### config.mk
export PLATFORM = sky130hd
export DESIGN_NAME = bit_permute_unit_flat
export DESIGN_NICKNAME = d
export VERILOG_FILES = /design/src/rtl/bit_permute_unit_if.sv /design/src/rtl/bit_permute_unit.sv /design/src/flat_wrapper.sv
export SDC_FILE = /design/constraint.sdc
export NUM_CORES = 1
export LEC_CHECK = 0
export CAP_MARGIN = 5
export CELL_PAD_IN_SITES_DETAIL_PLACEMENT = 0
export CELL_PAD_IN_SITES_GLOBAL_PLACEMENT = 1
export CORE_MARGIN = 4
export CORE_UTILIZATION = 25
export DETAILED_ROUTE_END_ITERATION = 16
export DONT_BUFFER_PORTS = 1
export PLACE_DENSITY_LB_ADDON = 0.1
export SKIP_CTS_REPAIR_TIMING = 1
export SYNTH_ARGS = -nofsm -noshare
export SYNTH_HDL_FRONTEND = slang
export SYNTH_SLANG_ARGS = --single-unit
### constraint.sdc
create_clock -name clk -period 2.9 [get_ports clk]
set_input_delay 0.29 -clock clk [delete_from_list [all_inputs] [get_ports clk]]
set_output_delay 0.29 -clock clk [all_outputs]
set_load 0.01 [all_outputs]
### src/rtl/bit_permute_unit_if.sv
// Handshake bundle for the bit permutation unit: input stream and output stream.
interface bit_permute_unit_if #(
  parameter int WIDTH = 32
);
  logic             in_valid;
  logic             in_ready;
  logic [WIDTH-1:0] in_data;
  logic [1:0]       in_mode;
  logic             out_valid;
  logic             out_ready;
  logic [WIDTH-1:0] out_data;
  logic [1:0]       out_mode;

  // Producer/consumer side (drives operands, accepts results).
  modport master (
    output in_valid, in_data, in_mode, out_ready,
    input  in_ready, out_valid, out_data, out_mode
  );

  // Unit side.
  modport slave (
    input  in_valid, in_data, in_mode, out_ready,
    output in_ready, out_valid, out_data, out_mode
  );
endinterface

### src/rtl/bit_permute_unit.sv
// Bit permutation engine: combinational permute of the incoming operand,
// results held in a 2-entry FIFO so a stalled consumer never loses data.
module bit_permute_unit #(
  parameter int WIDTH = 32,
  parameter int CNT_W = 16
) (
  input  logic              clk,
  input  logic              rst,
  bit_permute_unit_if.slave bus,
  output logic [1:0]        level,
  output logic [CNT_W-1:0]  done_count
);
  localparam int NB = WIDTH / 8;

  typedef struct packed {
    logic [1:0]       mode;
    logic [WIDTH-1:0] data;
  } entry_t;

  logic [NB-1:0][7:0] din, byte_swap, byte_rev;
  logic [WIDTH-1:0]   full_rev, result;
  entry_t             mem [2];
  logic               head, tail;
  logic               push, pop;

  assign din = bus.in_data;

  // Per-byte lanes: swap byte order and mirror bits inside each byte.
  for (genvar k = 0; k < NB; k++) begin : g_byte
    assign byte_swap[k] = din[NB-1-k];
    for (genvar j = 0; j < 8; j++) begin : g_bit
      assign byte_rev[k][j] = din[k][7-j];
    end
  end

  // Whole-word mirror.
  for (genvar i = 0; i < WIDTH; i++) begin : g_rev
    assign full_rev[i] = bus.in_data[WIDTH-1-i];
  end

  // Mode select for the permutation result.
  always_comb begin
    result = bus.in_data;
    case (bus.in_mode)
      2'b01:   result = full_rev;
      2'b10:   result = byte_swap;
      2'b11:   result = byte_rev;
      default: result = bus.in_data;
    endcase
  end

  // Ready/valid come only from registered occupancy, never from out_ready.
  assign bus.in_ready  = (level != 2'd2);
  assign bus.out_valid = (level != 2'd0);
  assign bus.out_data  = mem[head].data;
  assign bus.out_mode  = mem[head].mode;

  assign push = bus.in_valid  && bus.in_ready;
  assign pop  = bus.out_valid && bus.out_ready;

  // FIFO storage, pointers, occupancy and transfer counter; reset discards entries.
  always_ff @(posedge clk) begin
    if (rst) begin
      mem[0]     <= '0;
      mem[1]     <= '0;
      head       <= 1'b0;
      tail       <= 1'b0;
      level      <= 2'd0;
      done_count <= '0;
    end else begin
      if (push) begin
        mem[tail] <= '{mode: bus.in_mode, data: result};
        tail      <= ~tail;
      end
      if (pop) begin
        head       <= ~head;
        done_count <= done_count + 1'b1;
      end
      case ({push, pop})
        2'b10:   level <= level + 2'd1;
        2'b01:   level <= level - 2'd1;
        default: level <= level;
      endcase
    end
  end
endmodule

### src/flat_wrapper.sv
// flat-port wrapper written by rule: the top's interface ports become plain ports
module bit_permute_unit_flat 
#(
  parameter int WIDTH = 32,
  parameter int CNT_W = 16
)
  (clk, rst, level, done_count, bus_in_valid, bus_in_data, bus_in_mode, bus_out_ready, bus_in_ready, bus_out_valid, bus_out_data, bus_out_mode);
  bit_permute_unit_if #(.WIDTH(WIDTH)) bus_i ();
  input  logic clk;
  input  logic rst;
  output logic [1:0] level;
  output logic [CNT_W-1:0] done_count;
  input wire logic [$bits(bus_i.in_valid)-1:0] bus_in_valid;
  input wire logic [$bits(bus_i.in_data)-1:0] bus_in_data;
  input wire logic [$bits(bus_i.in_mode)-1:0] bus_in_mode;
  input wire logic [$bits(bus_i.out_ready)-1:0] bus_out_ready;
  output wire logic [$bits(bus_i.in_ready)-1:0] bus_in_ready;
  output wire logic [$bits(bus_i.out_valid)-1:0] bus_out_valid;
  output wire logic [$bits(bus_i.out_data)-1:0] bus_out_data;
  output wire logic [$bits(bus_i.out_mode)-1:0] bus_out_mode;
  assign bus_i.in_valid = bus_in_valid;
  assign bus_i.in_data = bus_in_data;
  assign bus_i.in_mode = bus_in_mode;
  assign bus_i.out_ready = bus_out_ready;
  assign bus_in_ready = bus_i.in_ready;
  assign bus_out_valid = bus_i.out_valid;
  assign bus_out_data = bus_i.out_data;
  assign bus_out_mode = bus_i.out_mode;
  bit_permute_unit #(.WIDTH(WIDTH), .CNT_W(CNT_W)) u_core (.clk(clk), .rst(rst), .bus(bus_i), .level(level), .done_count(done_count));
endmodule
# Yosys cells after proc, flatten, opt, wreduce, memory -nomap -nowiden
# Memory sizes are Yosys's and may differ from the RTL's. A register that Yosys moved wholly into a read port is not among the register bits.
# Index checks and enable logic that the tools add are counted.
[op_classes] shifts=0 muxes=12 n_bitwise=2 multipliers=0 div=0 add_sub_neg=3 magnitude_cmp=0 reduce_logical=5 eq_ne=6
[op_table] cell="$pmux 32 s3" n=1
[op_table] cell="$mux 34" n=1
[op_table] cell="$reduce_or 34->1" n=1
[op_table] cell="$add 16x1->16 const B" n=1
[op_table] cell="$mux 1" n=9
[op_table] cell="$eq 2x2->1 const B" n=3
[op_table] cell="$eq 2x1->1 const B" n=2
[op_table] cell="$pmux 2 s2" n=1
[op_table] cell="$reduce_bool 2->1" n=2
[op_table] cell="$add 2x1->2 const B" n=1
[op_table] cell="$logic_and 1x1->1" n=2
[op_table] cell="$ne 2x2->1 const B" n=1
[op_table] cell="$not 1->1" n=2
[op_table] cell="$sub 2x1->2 const B" n=1
[totals] output_inout_bits=54 inputBits=38 wordCells=33 regBits=20 latch_bits=0 ramBits=68 memories=1 rom_bits=0
[mem_list] name="u_core.mem" depth=2 width=34 read_ports=1 rd_clocked_by_memory_dff=1 write_ports=2 line_no="bit_permute_unit.sv:22" rtl="entry_t mem [2];"

# Longest topological paths before layout
# Gate-level depths: netlist of run 1.
[depth] word_depth=7 ltp_mapped=6 ltp_nobuf=6

# Worst setup path before layout of run 1
# OpenSTA, ideal clock, no wires.
[synth_path] path_kind="reg2reg" start="register u_core.level[0]" end="memory u_core.mem[0][0] (netlist bit), enable pin" t_required_ns=2.468 stages_incl_launch_ff=4 arrival_ns=2.444 n_path_buf=0 synth_period_minus_slack_ns=2.877 path_slack_ns=0.023 cell_sequence="dfxtp_1 > nand2b_1 > nand2_1 > o21bai_1"
[synth_rtl] element="from (decl)" line_no="bit_permute_unit.sv:10" rtl="output logic [1:0] level,"
[synth_rtl] element="from (signal assigned)" line_no="bit_permute_unit.sv:80" rtl="2'b10: level <= level + 2'd1;"
[synth_rtl] element="from (signal assigned)" line_no="bit_permute_unit.sv:81" rtl="2'b01: level <= level - 2'd1;"
[synth_rtl] element="from (signal assigned)" line_no="bit_permute_unit.sv:82" rtl="default: level <= level;"
[synth_rtl] element="to (decl)" line_no="bit_permute_unit.sv:22"

==> impl_metrics.csv, run 1 <==
group,metric,value,unit
status,status,"finished, final reports clean",
critical_path,rrSetupSlack,0.98,ns
power_and_ir_drop,p_int,2.60,mW
sta,relSlewSlack,56.1,%
yosys,synth_flop_cell,"edfxtp_1",
cells_and_area,layoutNonFillerInstCount,615,
critical_path,critical_path_class,"flop to output pin",
yosys,syn-cell-area,4320,um^2
sta,min_period_over_period,70.8,%
placement,post-dp-hpwl,7.44,mm
cells_and_area,finalInstanceArea,4880,um^2
critical_path,crit_path_end_kind,"output pin",
sta,finalMaxSlewViolations,0,
floorplan,die_y,139,um
power_and_ir_drop,switchingPower,1.15,mW
clock_network,clock_path_buffers,2,
cells_and_area,final_cell_mix,"nor2_1 (82), edfxtp_1 (68), mux2_2 (50), nand2_1 (40), o21ai_0 (36)",
clock_network,cts.sinks,89,
placement,io_buffers,0,
job,cap_violations,0,
power_and_ir_drop,clkPwrFrac,31.4,%
yosys,synth_area_leaders,"edfxtp_1 (47%), mux2_2 (13%), dfxtp_1 (9.7%)",
sta,setup_viol,0,
yosys,seq_area_frac_synth,57.0,%
power_and_ir_drop,leakagePower,1.76,nW
clock_network,cts_tree,"yes",
power_and_ir_drop,p_seq_share,45.7,%
yosys,netlist.area_leader.share,47.2,%
routing,routedWlPerCell,18.2,um
grt,grt_pass1_wl,17.1,mm
grt,grt_max_degree,35,
power_and_ir_drop,power.density,767,nW/um^2
yosys,syn-num-nets,434,
critical_path,crit_fanout,20,
cells_and_area,fillers,1745,
placement,dp_slack,0.931,ns
sta,finalSetupTns,0,ns
placement,postPlaceCellArea,4570,um^2
yosys,synth_cells,394,
cells_and_area,drive_gt1_share,19.7,%
routing,drcViolationCount,0,
yosys,netlist-cell-type-count,31,
yosys,synth_top_area_cell,"edfxtp_1",
placement,place_inst,597,
floorplan,start_util,25.8,%
cells_and_area,area_growth,13.0,%
placement,place_congestion,0.680,
grt,antenna_found_initial,0,
yosys,synth-seq-cells,89,
sta,clock_skew,0.00542,ns
grt,grtUsageTotal,11.5,%
floorplan,core,16800,um^2
clock_network,root_buffer,"clkbuf_16",
sta,min_period,2.05,ns
routing,route.antenna.remaining_nets,0,
cells_and_area,diodes,0,
clock_network,clk_pin_slew_worst_paths,0.07,ns
clock_network,cts_buffers,9,
yosys,synth_edf_count,68,
routing,firstDrtPassIters,4,
critical_path,worstSetupStartpointType,"flop",
clock_network,insertion_delay,0.34,ns
yosys,synth_warnings,0,
cells_and_area,final_core_util,29.1,%
floorplan,fp-row-count,47,
sta,hold_viol,0,
grt,globalRouteOverflowTotal,0,
sta,max_freq,0.487,GHz
power_and_ir_drop,p_comb_share,22.9,%
yosys,async_reset_ff_share,0,%
floorplan,ios,92,
routing,drtIter0Drc,125,
floorplan,dieArea,19500,um^2
routing,via_per_inst,4.57,
grt,first_global_vias,2768,
routing,vias,2810,
sta,rsz0062_at_grt,"no",
cells_and_area,nets,430,
critical_path,cp.required,2.61,ns
routing,postRouteWirelength,11.2,mm
floorplan,die_width,139,um
power_and_ir_drop,p_sw_share,30.6,%
clock_network,cts_max_level,3,
sta,tightest_slew,0.658,ns
yosys,avgSynthCellArea,11.0,um^2
power_and_ir_drop,vdd_drop_max,271,uV
cells_and_area,final_common_cell,"nor2_1",
sta,finalWorstSetupSlack,0.847,ns
critical_path,cp.arrival,1.76,ns
hold_path,min_path_type,"input pin to flop",
[cell families (layout without fill, tap and decap cells)]
group	Yosys count	in the layout	synth area share, %
flip-flops	89	89	57.0
XOR/XNOR	14	14	2.84
AO/OA/AOI/OAI	47	47	5.70
buffers and inverters	26	27	2.32
adder cells (fa/ha/maj)	2	2	0.579
AND/OR/NAND/NOR	150	150	14.9
multiplexers	66	66	16.7
[critical path: stages, from the launching register on]
cell and delay (ns):
dfxtp_2 0.58, buf_4 0.38, mux2_2 0.45
[stage by stage]
step	power, mW	hold WS [ns]
floorplan	2.39	0.359
global placement	2.63	0.360
detailed placement	2.63	0.363
CTS	3.83	-0.00957
global route	3.96	0.000147
finish	3.74	0.0174
[power by group through the flow]
| stage | Combinational, mW | Sequential (mW) | Clock (mW) |
|---|---|---|---|
| final | 0.856 | 1.71 | 1.18 |
| after floorplan | 0.702 | 1.69 | 0 |
| after global placement | 0.884 | 1.74 | 0 |
| after detailed placement | 0.888 | 1.74 | 0 |
| after global routing | 0.950 | 1.74 | 1.28 |
| after CTS | 0.892 | 1.72 | 1.22 |
[synth_stat cells, drive strengths merged (5+ instances only)]
master and count:
buf 6, xor2 8, or3 5, nand2 40, mux2i 16, o21ai 37, mux2 50, xnor2 6
nand4 7, edfxtp 68, dfxtp 21, a21oi 7, clkbuf 17, nor2 82
[final cells by class]
class | count | area [um^2] | share of cell area [%]
multi-input combinational | 279 | 1770 | 36.3
tap | 220 | 275 | 5.64
clock inverter | 7 | 68.8 | 1.41
timing repair buffer | 8 | 65.1 | 1.33
inverter | 3 | 11.3 | 0.231
clock buffer | 9 | 225 | 4.61
sequential | 89 | 2460 | 50.5
[flip-flops by register name, summed over array words and instances, names as in the netlist, named ones only]
name / flops
u_core.head: 1
u_core.mem: 68
u_core.level: 2
u_core.done_count: 16
u_core.tail: 1
[final timing paths]
kind,start,to,depth (start not counted)
hold / removal,rst,u_core.done_count[9]$_SDFFE_PP0P_,1
hold reg to reg,u_core.head$_SDFFE_PP0P_,flop,2
setup / recovery,flop,bus_out_data[5],2
setup reg to reg,u_core.level[0]$_SDFFE_PP0P_,u_core.level[1]$_SDFFE_PP0P_,5
[routing by layer]
metal / track usage [%] / vias to the layer above / share of wire, %
met5: 0 / - / 0
met4: 4.33 / 0 / 1.6
met3: 3.74 / 14 / 6.0
met2: 18.3 / 61 / 47
met1: 14.6 / 1347 / 45
li1: - / 1388 / -
No activity file was read; power rests on OpenSTA's default activity.
==> run 2: changes to the inputs <==
Clock period 2.9 ns to 2.15 ns, I/O delays scaled along.
==> run 2 against run 1 <==
  * First-iteration DRC count fell by 4.8%
  * Wire length rose by 0.30%
  * Final cell count rose by 0.49%
  * Non-clock buffer count rose by 3
  * Global-route usage rose by 0.058 points
  * Combinational power rose by 48%
  * Final area rose by 1.2%
  * Sequential power rose by 33%
  * Hold slack improved by 0.11 ns
  * Total power rose by 37%
  * Critical endpoint is now u_core.level[1]$_SDFFE_PP0P_
==> impl_metrics.csv, run 2 (same netlist as run 1, synthesis figures left out) <==
group,metric,value,unit
routing,firstDrtPassIters,4,
floorplan,core,16800,um^2
routing,routedWlPerCell,18.2,um
floorplan,die_y,139,um
sta,min_period,1.91,ns
grt,grt_max_degree,35,
sta,finalSetupTns,0,ns
routing,vias,2804,
placement,io_buffers,0,
cells_and_area,finalInstanceArea,4940,um^2
floorplan,start_util,25.8,%
floorplan,ios,92,
cells_and_area,top_regs,"u_core.mem x68, u_core.done_count x16, u_core.level x2",
routing,via_per_inst,4.54,
cells_and_area,final_core_util,29.5,%
cells_and_area,largest_register,"u_core.mem",
cells_and_area,largest_reg_flops,68,
sta,setup_viol,0,
power_and_ir_drop,leakagePower,1.80,nW
routing,drcViolationCount,0,
hold_path,min_path_type,"input pin to flop",
clock_network,root_buffer,"clkbuf_16",
routing,postRouteWirelength,11.2,mm
clock_network,clk_pin_slew_worst_paths,0.07,ns
clock_network,clock_path_buffers,2,
floorplan,die_width,139,um
clock_network,cts.sinks,89,
cells_and_area,drive_gt1_share,20.6,%
critical_path,cp.arrival,2.18,ns
grt,first_global_vias,2724,
critical_path,critical_path_class,"flop to flop",
cells_and_area,final_cell_mix,"nor2_1 (82), edfxtp_1 (68), mux2_2 (50), nand2_1 (40), o21ai_0 (36)",
grt,globalRouteOverflowTotal,0,
critical_path,worstSetupStartpointType,"flop",
placement,place_congestion,0.694,
cells_and_area,regArea,2460,um^2
grt,grtUsageTotal,11.6,%
cells_and_area,nets,433,
critical_path,rrSetupSlack,0.24,ns
sta,hold_viol,0,
sta,tightest_slew,0.815,ns
cells_and_area,multi_input_area,1770,um^2
cells_and_area,area_growth,14.3,%
grt,antenna_found_initial,0,
sta,max_freq,0.523,GHz
cells_and_area,diodes,0,
cells_and_area,fillers,1740,
clock_network,insertion_delay,0.34,ns
grt,grt_pass1_wl,17.0,mm
clock_network,cts_buffers,9,
placement,postPlaceCellArea,4640,um^2
critical_path,crit_path_end_kind,"flop",
floorplan,fp-row-count,47,
cells_and_area,final_common_cell,"nor2_1",
floorplan,dieArea,19500,um^2
job,cap_violations,0,
routing,drtIter0Drc,119,
routing,route.antenna.remaining_nets,0,
sta,rsz0062_at_grt,"no",
sta,finalMaxSlewViolations,0,
placement,post-dp-hpwl,7.48,mm
status,status,"finished, final reports clean",
sta,clock_skew,0.00911,ns
power_and_ir_drop,vdd_drop_max,389,uV
clock_network,cts_max_level,3,
critical_path,crit_fanout,10,
critical_path,cp.required,2.42,ns
sta,min_period_over_period,88.9,%
power_and_ir_drop,power.density,1040,nW/um^2
sta,relSlewSlack,45.5,%
clock_network,cts_tree,"yes",
run 2: changes by cell type in the layout (fill, tap and decap cells not counted), sizes merged:
| cell | before | now |
|---|---|---|
| clkinvlp | 2 | 1 |
| dlygate4sd3 | 2 | 1 |
| clkinv | 2 | 3 |
| buf | 6 | 10 |
run 2: path summary, 6_finish.rpt:
check / from / depth (start not counted) / end
worst min register to register: u_core.head$_SDFFE_PP0P_ / 2 / flop
worst min-delay path: bus_in_mode[0] / 2 / u_core.mem[1][32]$_SDFFCE_PN0P_
worst max register to register: u_core.level[0]$_SDFFE_PP0P_ / 5 / u_core.level[1]$_SDFFE_PP0P_
worst max-delay path: u_core.level[0]$_SDFFE_PP0P_ / 5 / u_core.level[1]$_SDFFE_PP0P_
run 2: final cells by class:
class                           instances  area share (%)
Clock buffer                            9            4.56
Tap cell                              220            5.57
Clock inverter                          7            1.39
Inverter                                3           0.228
Sequential cell                        89            49.9
Timing Repair Buffer                   11            2.48
Multi-Input combinational cell        279            35.9
run 2: report_power, final:
group          switching, mW  leakage, nW  internal (mW)
clock                  0.678        0.144          0.901
combinational          0.763        0.763          0.505
sequential             0.119        0.891           2.15
run 2: worst max-delay path, cell delays in order (launching register included):
cell and delay [ns]:
dfxtp_1 0.40, o21ai_2 0.36, inv_2 0.19, ha_1 0.37, or3_1 0.37, a21oi_1 0.14
run 2: through the flow:
step / instances / hold slack, ns / power, mW / setup WS, ns
2_1_floorplan: 394 / 0.284 / 3.23 / 0.294
3_3_place_gp: 601 / 0.285 / 3.61 / 0.278
3_5_place_dp: 601 / 0.287 / 3.62 / 0.246
4_1_cts: 617 / -0.0866 / 5.23 / 0.221
5_1_grt: 618 / 0.135 / 5.41 / 0.0943
6_report: 618 / 0.131 / 5.12 / 0.239
run 2: layer usage:
metal	up-vias	wire length [um]	GRT usage (%)
met1	1346	5160	15.1
met5	-	0	0
met3	9	690	4.60
met4	0	146	3.71
li1	1395	-	-
met2	54	5240	17.6
==> run 3: changes to the inputs <==
Settings changed: TNS_END_PERCENT set to 10.
==> results of run 3 <==
Same layout as run 2: the final DEF is identical, and so are final timing and power.
